`src/rtl/pipe_hazard_if.sv`:
```
// Hazard-control bundle: decode/execute hazard inputs in, per-stage pipeline
// controls and performance counters out.
interface pipe_hazard_if #(
  parameter int PERF_W = 16
);
  logic [4:0]        D_rs1_i, D_rs2_i;
  logic              D_use_rs1_i, D_use_rs2_i;
  logic [4:0]        E_rd_i;
  logic              E_load_i, E_md_start_i, E_mispredict_i;
  logic              imem_ready_i;
  logic              pc_stall_o, F_stall_o, F_bubble_o;
  logic              D_stall_o, D_bubble_o, E_stall_o, M_bubble_o;
  logic              md_busy_o;
  logic [PERF_W-1:0] stall_cnt_o, flush_cnt_o;

  modport master (
    output D_rs1_i, D_rs2_i, D_use_rs1_i, D_use_rs2_i, E_rd_i,
           E_load_i, E_md_start_i, E_mispredict_i, imem_ready_i,
    input  pc_stall_o, F_stall_o, F_bubble_o, D_stall_o, D_bubble_o,
           E_stall_o, M_bubble_o, md_busy_o, stall_cnt_o, flush_cnt_o
  );

  modport slave (
    input  D_rs1_i, D_rs2_i, D_use_rs1_i, D_use_rs2_i, E_rd_i,
           E_load_i, E_md_start_i, E_mispredict_i, imem_ready_i,
    output pc_stall_o, F_stall_o, F_bubble_o, D_stall_o, D_bubble_o,
           E_stall_o, M_bubble_o, md_busy_o, stall_cnt_o, flush_cnt_o
  );
endinterface

```
`src/rtl/pipe_hazard_ctrl.sv`:
```
// Five-stage pipeline hazard control: mul/div occupancy, mispredict flush,
// load-use interlock and imem-miss bubbles, with saturating perf counters.
module pipe_hazard_ctrl #(
  parameter int MD_LAT = 4,
  parameter int PERF_W = 16
) (
  input  logic          clk_i,
  input  logic          rst_n,
  pipe_hazard_if.slave  bus
);
  typedef enum logic {RUN, MD_WAIT} state_e;

  localparam logic [2:0]        MD_LOAD = 3'(MD_LAT - 2);
  localparam logic [PERF_W-1:0] CNT_ONE = PERF_W'(1);

  state_e            r_state, w_state_nxt;
  logic [2:0]        r_md_cnt, w_md_cnt_nxt;
  logic [PERF_W-1:0] r_stall_cnt, r_flush_cnt;

  logic w_md_hold, w_lu, w_miss, w_flush;
  logic w_pc_stall, w_f_stall, w_f_bubble, w_d_stall, w_d_bubble, w_e_stall, w_m_bubble;

  always_comb begin
    w_md_hold = ((r_state == RUN) && bus.E_md_start_i) ||
                ((r_state == MD_WAIT) && (r_md_cnt != 3'd0));
    w_lu      = bus.E_load_i && (bus.E_rd_i != 5'd0) &&
                ((bus.D_use_rs1_i && (bus.D_rs1_i == bus.E_rd_i)) ||
                 (bus.D_use_rs2_i && (bus.D_rs2_i == bus.E_rd_i)));
    w_miss    = !bus.imem_ready_i;
  end

  // Strict priority: md hold freezes everything upstream, so lower hazards wait.
  always_comb begin
    w_pc_stall = 1'b0; w_f_stall  = 1'b0; w_f_bubble = 1'b0;
    w_d_stall  = 1'b0; w_d_bubble = 1'b0; w_e_stall  = 1'b0;
    w_m_bubble = 1'b0; w_flush    = 1'b0;
    if (w_md_hold) begin
      w_pc_stall = 1'b1; w_f_stall = 1'b1; w_d_stall = 1'b1;
      w_e_stall  = 1'b1; w_m_bubble = 1'b1;
    end else if (bus.E_mispredict_i) begin
      w_f_bubble = 1'b1; w_d_bubble = 1'b1; w_flush = 1'b1;
    end else if (w_lu) begin
      w_pc_stall = 1'b1; w_f_stall = 1'b1; w_d_bubble = 1'b1;
    end else if (w_miss) begin
      w_pc_stall = 1'b1; w_f_bubble = 1'b1;
    end
  end

  always_comb begin
    w_state_nxt  = r_state;
    w_md_cnt_nxt = r_md_cnt;
    case (r_state)
      RUN: if (bus.E_md_start_i) begin
        w_state_nxt  = MD_WAIT;
        w_md_cnt_nxt = MD_LOAD;
      end
      MD_WAIT: begin
        if (r_md_cnt != 3'd0) w_md_cnt_nxt = r_md_cnt - 3'd1;
        else                  w_state_nxt  = RUN;
      end
      default: w_state_nxt = RUN;
    endcase
  end

  always_ff @(posedge clk_i or negedge rst_n) begin
    if (!rst_n) begin
      r_state  <= RUN;
      r_md_cnt <= 3'd0;
    end else begin
      r_state  <= w_state_nxt;
      r_md_cnt <= w_md_cnt_nxt;
    end
  end

  always_ff @(posedge clk_i or negedge rst_n) begin
    if (!rst_n) begin
      r_stall_cnt <= '0;
      r_flush_cnt <= '0;
    end else begin
      if (w_f_stall && (r_stall_cnt != '1)) r_stall_cnt <= r_stall_cnt + CNT_ONE;
      if (w_flush   && (r_flush_cnt != '1)) r_flush_cnt <= r_flush_cnt + CNT_ONE;
    end
  end

  assign bus.pc_stall_o  = w_pc_stall;
  assign bus.F_stall_o   = w_f_stall;
  assign bus.F_bubble_o  = w_f_bubble;
  assign bus.D_stall_o   = w_d_stall;
  assign bus.D_bubble_o  = w_d_bubble;
  assign bus.E_stall_o   = w_e_stall;
  assign bus.M_bubble_o  = w_m_bubble;
  assign bus.md_busy_o   = (r_state == MD_WAIT);
  assign bus.stall_cnt_o = r_stall_cnt;
  assign bus.flush_cnt_o = r_flush_cnt;
endmodule

```
`src/flat_wrapper.sv`:
```
// flat-port wrapper written by rule: the top's interface ports become plain ports
module pipe_hazard_ctrl_flat 
#(
  parameter int MD_LAT = 4,
  parameter int PERF_W = 16
)
  (clk_i, rst_n, bus_D_rs1_i, bus_D_rs2_i, bus_D_use_rs1_i, bus_D_use_rs2_i, bus_E_rd_i, bus_E_load_i, bus_E_md_start_i, bus_E_mispredict_i, bus_imem_ready_i, bus_pc_stall_o, bus_F_stall_o, bus_F_bubble_o, bus_D_stall_o, bus_D_bubble_o, bus_E_stall_o, bus_M_bubble_o, bus_md_busy_o, bus_stall_cnt_o, bus_flush_cnt_o);
  pipe_hazard_if #(.PERF_W(PERF_W)) bus_i ();
  input  logic clk_i;
  input  logic rst_n;
  input wire logic [$bits(bus_i.D_rs1_i)-1:0] bus_D_rs1_i;
  input wire logic [$bits(bus_i.D_rs2_i)-1:0] bus_D_rs2_i;
  input wire logic [$bits(bus_i.D_use_rs1_i)-1:0] bus_D_use_rs1_i;
  input wire logic [$bits(bus_i.D_use_rs2_i)-1:0] bus_D_use_rs2_i;
  input wire logic [$bits(bus_i.E_rd_i)-1:0] bus_E_rd_i;
  input wire logic [$bits(bus_i.E_load_i)-1:0] bus_E_load_i;
  input wire logic [$bits(bus_i.E_md_start_i)-1:0] bus_E_md_start_i;
  input wire logic [$bits(bus_i.E_mispredict_i)-1:0] bus_E_mispredict_i;
  input wire logic [$bits(bus_i.imem_ready_i)-1:0] bus_imem_ready_i;
  output wire logic [$bits(bus_i.pc_stall_o)-1:0] bus_pc_stall_o;
  output wire logic [$bits(bus_i.F_stall_o)-1:0] bus_F_stall_o;
  output wire logic [$bits(bus_i.F_bubble_o)-1:0] bus_F_bubble_o;
  output wire logic [$bits(bus_i.D_stall_o)-1:0] bus_D_stall_o;
  output wire logic [$bits(bus_i.D_bubble_o)-1:0] bus_D_bubble_o;
  output wire logic [$bits(bus_i.E_stall_o)-1:0] bus_E_stall_o;
  output wire logic [$bits(bus_i.M_bubble_o)-1:0] bus_M_bubble_o;
  output wire logic [$bits(bus_i.md_busy_o)-1:0] bus_md_busy_o;
  output wire logic [$bits(bus_i.stall_cnt_o)-1:0] bus_stall_cnt_o;
  output wire logic [$bits(bus_i.flush_cnt_o)-1:0] bus_flush_cnt_o;
  assign bus_i.D_rs1_i = bus_D_rs1_i;
  assign bus_i.D_rs2_i = bus_D_rs2_i;
  assign bus_i.D_use_rs1_i = bus_D_use_rs1_i;
  assign bus_i.D_use_rs2_i = bus_D_use_rs2_i;
  assign bus_i.E_rd_i = bus_E_rd_i;
  assign bus_i.E_load_i = bus_E_load_i;
  assign bus_i.E_md_start_i = bus_E_md_start_i;
  assign bus_i.E_mispredict_i = bus_E_mispredict_i;
  assign bus_i.imem_ready_i = bus_imem_ready_i;
  assign bus_pc_stall_o = bus_i.pc_stall_o;
  assign bus_F_stall_o = bus_i.F_stall_o;
  assign bus_F_bubble_o = bus_i.F_bubble_o;
  assign bus_D_stall_o = bus_i.D_stall_o;
  assign bus_D_bubble_o = bus_i.D_bubble_o;
  assign bus_E_stall_o = bus_i.E_stall_o;
  assign bus_M_bubble_o = bus_i.M_bubble_o;
  assign bus_md_busy_o = bus_i.md_busy_o;
  assign bus_stall_cnt_o = bus_i.stall_cnt_o;
  assign bus_flush_cnt_o = bus_i.flush_cnt_o;
  pipe_hazard_ctrl #(.MD_LAT(MD_LAT), .PERF_W(PERF_W)) u_core (.clk_i(clk_i), .rst_n(rst_n), .bus(bus_i));
endmodule
```
`config.mk`:
```
export PLATFORM = sky130hd
export DESIGN_NAME = pipe_hazard_ctrl_flat
export DESIGN_NICKNAME = d
export VERILOG_FILES = /design/src/rtl/pipe_hazard_if.sv /design/src/rtl/pipe_hazard_ctrl.sv /design/src/flat_wrapper.sv
export SDC_FILE = /design/constraint.sdc
export NUM_CORES = 1
export LEC_CHECK = 0
export CAP_MARGIN = 20
export CORE_MARGIN = 5
export CORE_UTILIZATION = 45
export CTS_BUF_LIST = sky130_fd_sc_hd__clkbuf_8
export CTS_CLUSTER_DIAMETER = 60
export CTS_CLUSTER_SIZE = 14
export DETAILED_ROUTE_END_ITERATION = 10
export PLACE_DENSITY = 0.86
export REMOVE_ABC_BUFFERS = 1
export SLEW_MARGIN = 20
export SYNTH_ARGS = -nofsm -noshare
export SYNTH_HDL_FRONTEND = slang
export SYNTH_SLANG_ARGS = --single-unit
```
`constraint.sdc`:
```
create_clock -name clk_i -period 2.94 [get_ports clk_i]
set_clock_uncertainty 0.05 [all_clocks]
set_input_delay 0.441 -clock clk_i [delete_from_list [all_inputs] [get_ports clk_i]]
set_output_delay 0.441 -clock clk_i [all_outputs]
set_load 0.01 [all_outputs]
```
==> impl_metrics.ini <==
[status]
status = finished, final reports clean

[setup_path]
start_kind = primary input
arrival_ns = 2.27
endpoint_kind = output port
path_buf_inv = 4
worstSetupPathType = in -> out
max_stage_delay_ns = 0.54
path_cells = clkdlybuf4s50_1 > or4_1 > o21ai_1 > nor2_1 > a21oi_4 > inv_1 > buf_4 > dlygate4sd2_1
path_max_fanout = 3
required_ns = 2.45
cp_slowest_cell = or4_1
r2r_cells = 10
path_delay_family = buffers and inverters
path_depth = 8

[cells_and_area]
fillCellCount = 341
n_antenna_cell = 0
instances_no_fill = 303
nNetsFinal = 280
drive_gt1_share_pct = 11.46
syn_to_final_growth_pct = 42.34

[logic_synthesis]
netlist_area_mm2 = 0.001918
syn_inst = 181
synth_commonest_cells = dfrtp_1 (36), xnor2_1 (20), xor2_1 (20), nand2_1 (15), nand3_1 (10)
yosys.area.top_type = dfrtp_1
netlist.area_leader.share_pct = 46.97
synth-main-ff-cell = dfrtp_1
synth_area_leaders = dfrtp_1 (47%), xnor2_1 (9.1%), xor2_1 (9.1%), nand2_1 (2.9%), nand4_1 (2.9%)
synth_edf_count = 0
yosysWarnings = 0
async_reset_ff_share_pct = 100.0
ys_types = 38
yosysMostFrequentCell = dfrtp_1
ys_seq_elements = 36
syn_area_per_cell_um2 = 10.60
synth.yosys.seq_area_share_pct = 46.97

[placed_design]
placedCellCount = 296
dpl.hpwl_um = 3163
portBuffers = 62
gp_congestion = 0.7271

[clock_tree]
clkSinkCount = 36
cts_max_path_buffers = 2
cts_made_buffers = 5
htreeDepth = 2
clk_pin_slew_worst_paths_ns = 0.07
root_buffer = clkbuf_8
cts_tree = yes
clock_latency_ns = 0.28

[timing]
worstMarginPinSlew_ns = 0.4459
timing.final.crit_share_pct = 94.03
maxSlewHeadroom_pct = 70.28
finalHoldViolations = 0
finalMaxSlewViolations = 0
holdWs_ns = 0.4518
setup_tns_ns = 0
grt_setup_unrepaired = no
finalCriticalPeriod_ns = 2.764
setup_viol = 0
timing.fmax_mhz = 361.7

[route]
post_drt_wl_per_cell_um = 13.47
drc = 0
highest_layer = met4
antenna_left = 0
route.met2.wl_um = 1788
wl_met3_um = 456
routed_via_density = 5.129
drtIter0Drc = 70
wl_met1_um = 1792
firstDrtPassIters = 4
wl_um = 4082
dr_total_vias = 1554

[pwr]
power_switching_share_pct = 35.72
p_leak_uw = 0.001149
seq_power_share_pct = 36.9
p_comb_share_pct = 46.2
power.density_mw_per_mm2 = 805.3
power.total_uw = 2199
intPower_uw = 1413
power_frac_clock_pct = 16.9
p_sw_uw = 785.4
max-vdd-ir-drop_v = 0.0005016

[worst_hold_path]
holdCritPathClass = reg -> reg
hold_depth = 1

[global_routing]
grt_pass1_vias = 1483
grt_max_degree = 37
antenna_found_initial = 0
grt_pass1_wl_um = 6796
grt-ovfl-total = 0
grt_usage_pct = 15.83

[die]
start_util_pct = 47.27
rows = 23
dieWidth_um = 75.29
die-area_mm2 = 0.005668
pin_count = 63
core_area_mm2 = 0.004058
die_h_um = 75.29

[run]
maxCapViolCount = 0
-- state kept, by name, summed over array words and instances, names as in the netlist --
register                count
u_core.bus.md_busy_o        1
u_core.bus.flush_cnt_o     16
u_core.r_md_cnt             3
u_core.bus.stall_cnt_o     16
-- power groups by stage --
| stage | Combinational (uW) | Clock (uW) | Sequential [uW] |
|---|---|---|---|
| after floorplan | 462 | 0 | 847 |
| after global placement | 1020 | 0 | 818 |
| after detailed placement | 1050 | 0 | 822 |
| after CTS | 1040 | 383 | 814 |
| after global routing | 1120 | 406 | 842 |
| final | 1010 | 371 | 812 |
-- cell families after synthesis --
logic type / after synthesis / synth area share [%]
AND/OR/NAND/NOR: 74 / 22.83
XOR/XNOR: 40 / 18.27
flip-flops: 36 / 46.97
buffers and inverters: 13 / 3.457
AO/OA/AOI/OAI: 11 / 3.914
adder cells (fa/ha/maj): 4 / 2.609
multiplexers: 3 / 1.957
-- placed cells by master, fill, tap and decap left out, drive strengths merged, types with 2 or more instances in the layout --
cell type,instances
a21oi,5
and3,3
and4,3
buf,8
clkbuf,7
clkdlybuf4s50,58
dfrtp,36
dlygate4sd2,2
dlymetal6s2s,2
ha,4
inv,8
mux2,3
nand2,15
nand2b,2
nand3,11
nand4,9
nor2,10
nor3,9
nor3b,2
nor4,5
o21ai,3
o22ai,2
or4,2
xnor2,20
xor2,20
-- metrics by stage --
step,util (%),cell area [um2],setup WS [ns]
2_1_floorplan,-,1882,0.5326
3_3_place_gp,64.69,2625,-0.03582
3_5_place_dp,64.69,2625,-0.07341
4_1_cts,67.01,2719,0.01904
5_1_grt,67.28,2730,0.03620
6_report,67.28,2730,0.1756
-- timing repair --
action,4_1_cts,5_1_grt
pin swaps,0,1
setup buffers,0,0
resized for setup,2,3
hold buffers,0,0
endpoints found under the setup margin,2,2
cloned,0,0
-- area by class of cell --
cell class	instances	area, um2	area share [%]
flip-flops and latches	36	900.9	33.00
well taps	50	62.56	2.291
repair buffers	70	683.2	25.02
multi-input cells	132	957.2	35.06
inverters	8	30.03	1.100
clock buffers	7	96.34	3.529
-- layer usage --
metal | global-route usage [%] | vias up
met5 | 0 | -
met4 | 4.078 | 0
met3 | 7.477 | 7
met2 | 24.93 | 54
met1 | 19.63 | 723
li1 | - | 770
-- worst paths after layout --
kind,start,endpoint,slack [ns]
max,bus_E_rd_i[0],bus_F_stall_o,0.18
min,u_core.bus.flush_cnt_o[15],u_core.bus.flush_cnt_o[15],0.45
max reg2reg,u_core.r_md_cnt[0],u_core.bus.flush_cnt_o[12],0.49
min reg2reg,u_core.bus.flush_cnt_o[15],u_core.bus.flush_cnt_o[15],0.45
max in group asynchronous,rst_n,u_core.bus.stall_cnt_o[2],1.99
min in group asynchronous,rst_n,u_core.bus.flush_cnt_o[9],0.53
-- worst register-to-register path, stage by stage (launching register included) --
cell and delay, ns:
dfrtp_1 0.39, inv_1 0.09, ha_1 0.15, ha_1 0.22
nand2b_1 0.16, o21ai_2 0.09, buf_4 0.17, nor3_2 0.35
and3_1 0.36, nand4_1 0.16, xnor2_1 0.15
Power figures use the tool's default switching activity.
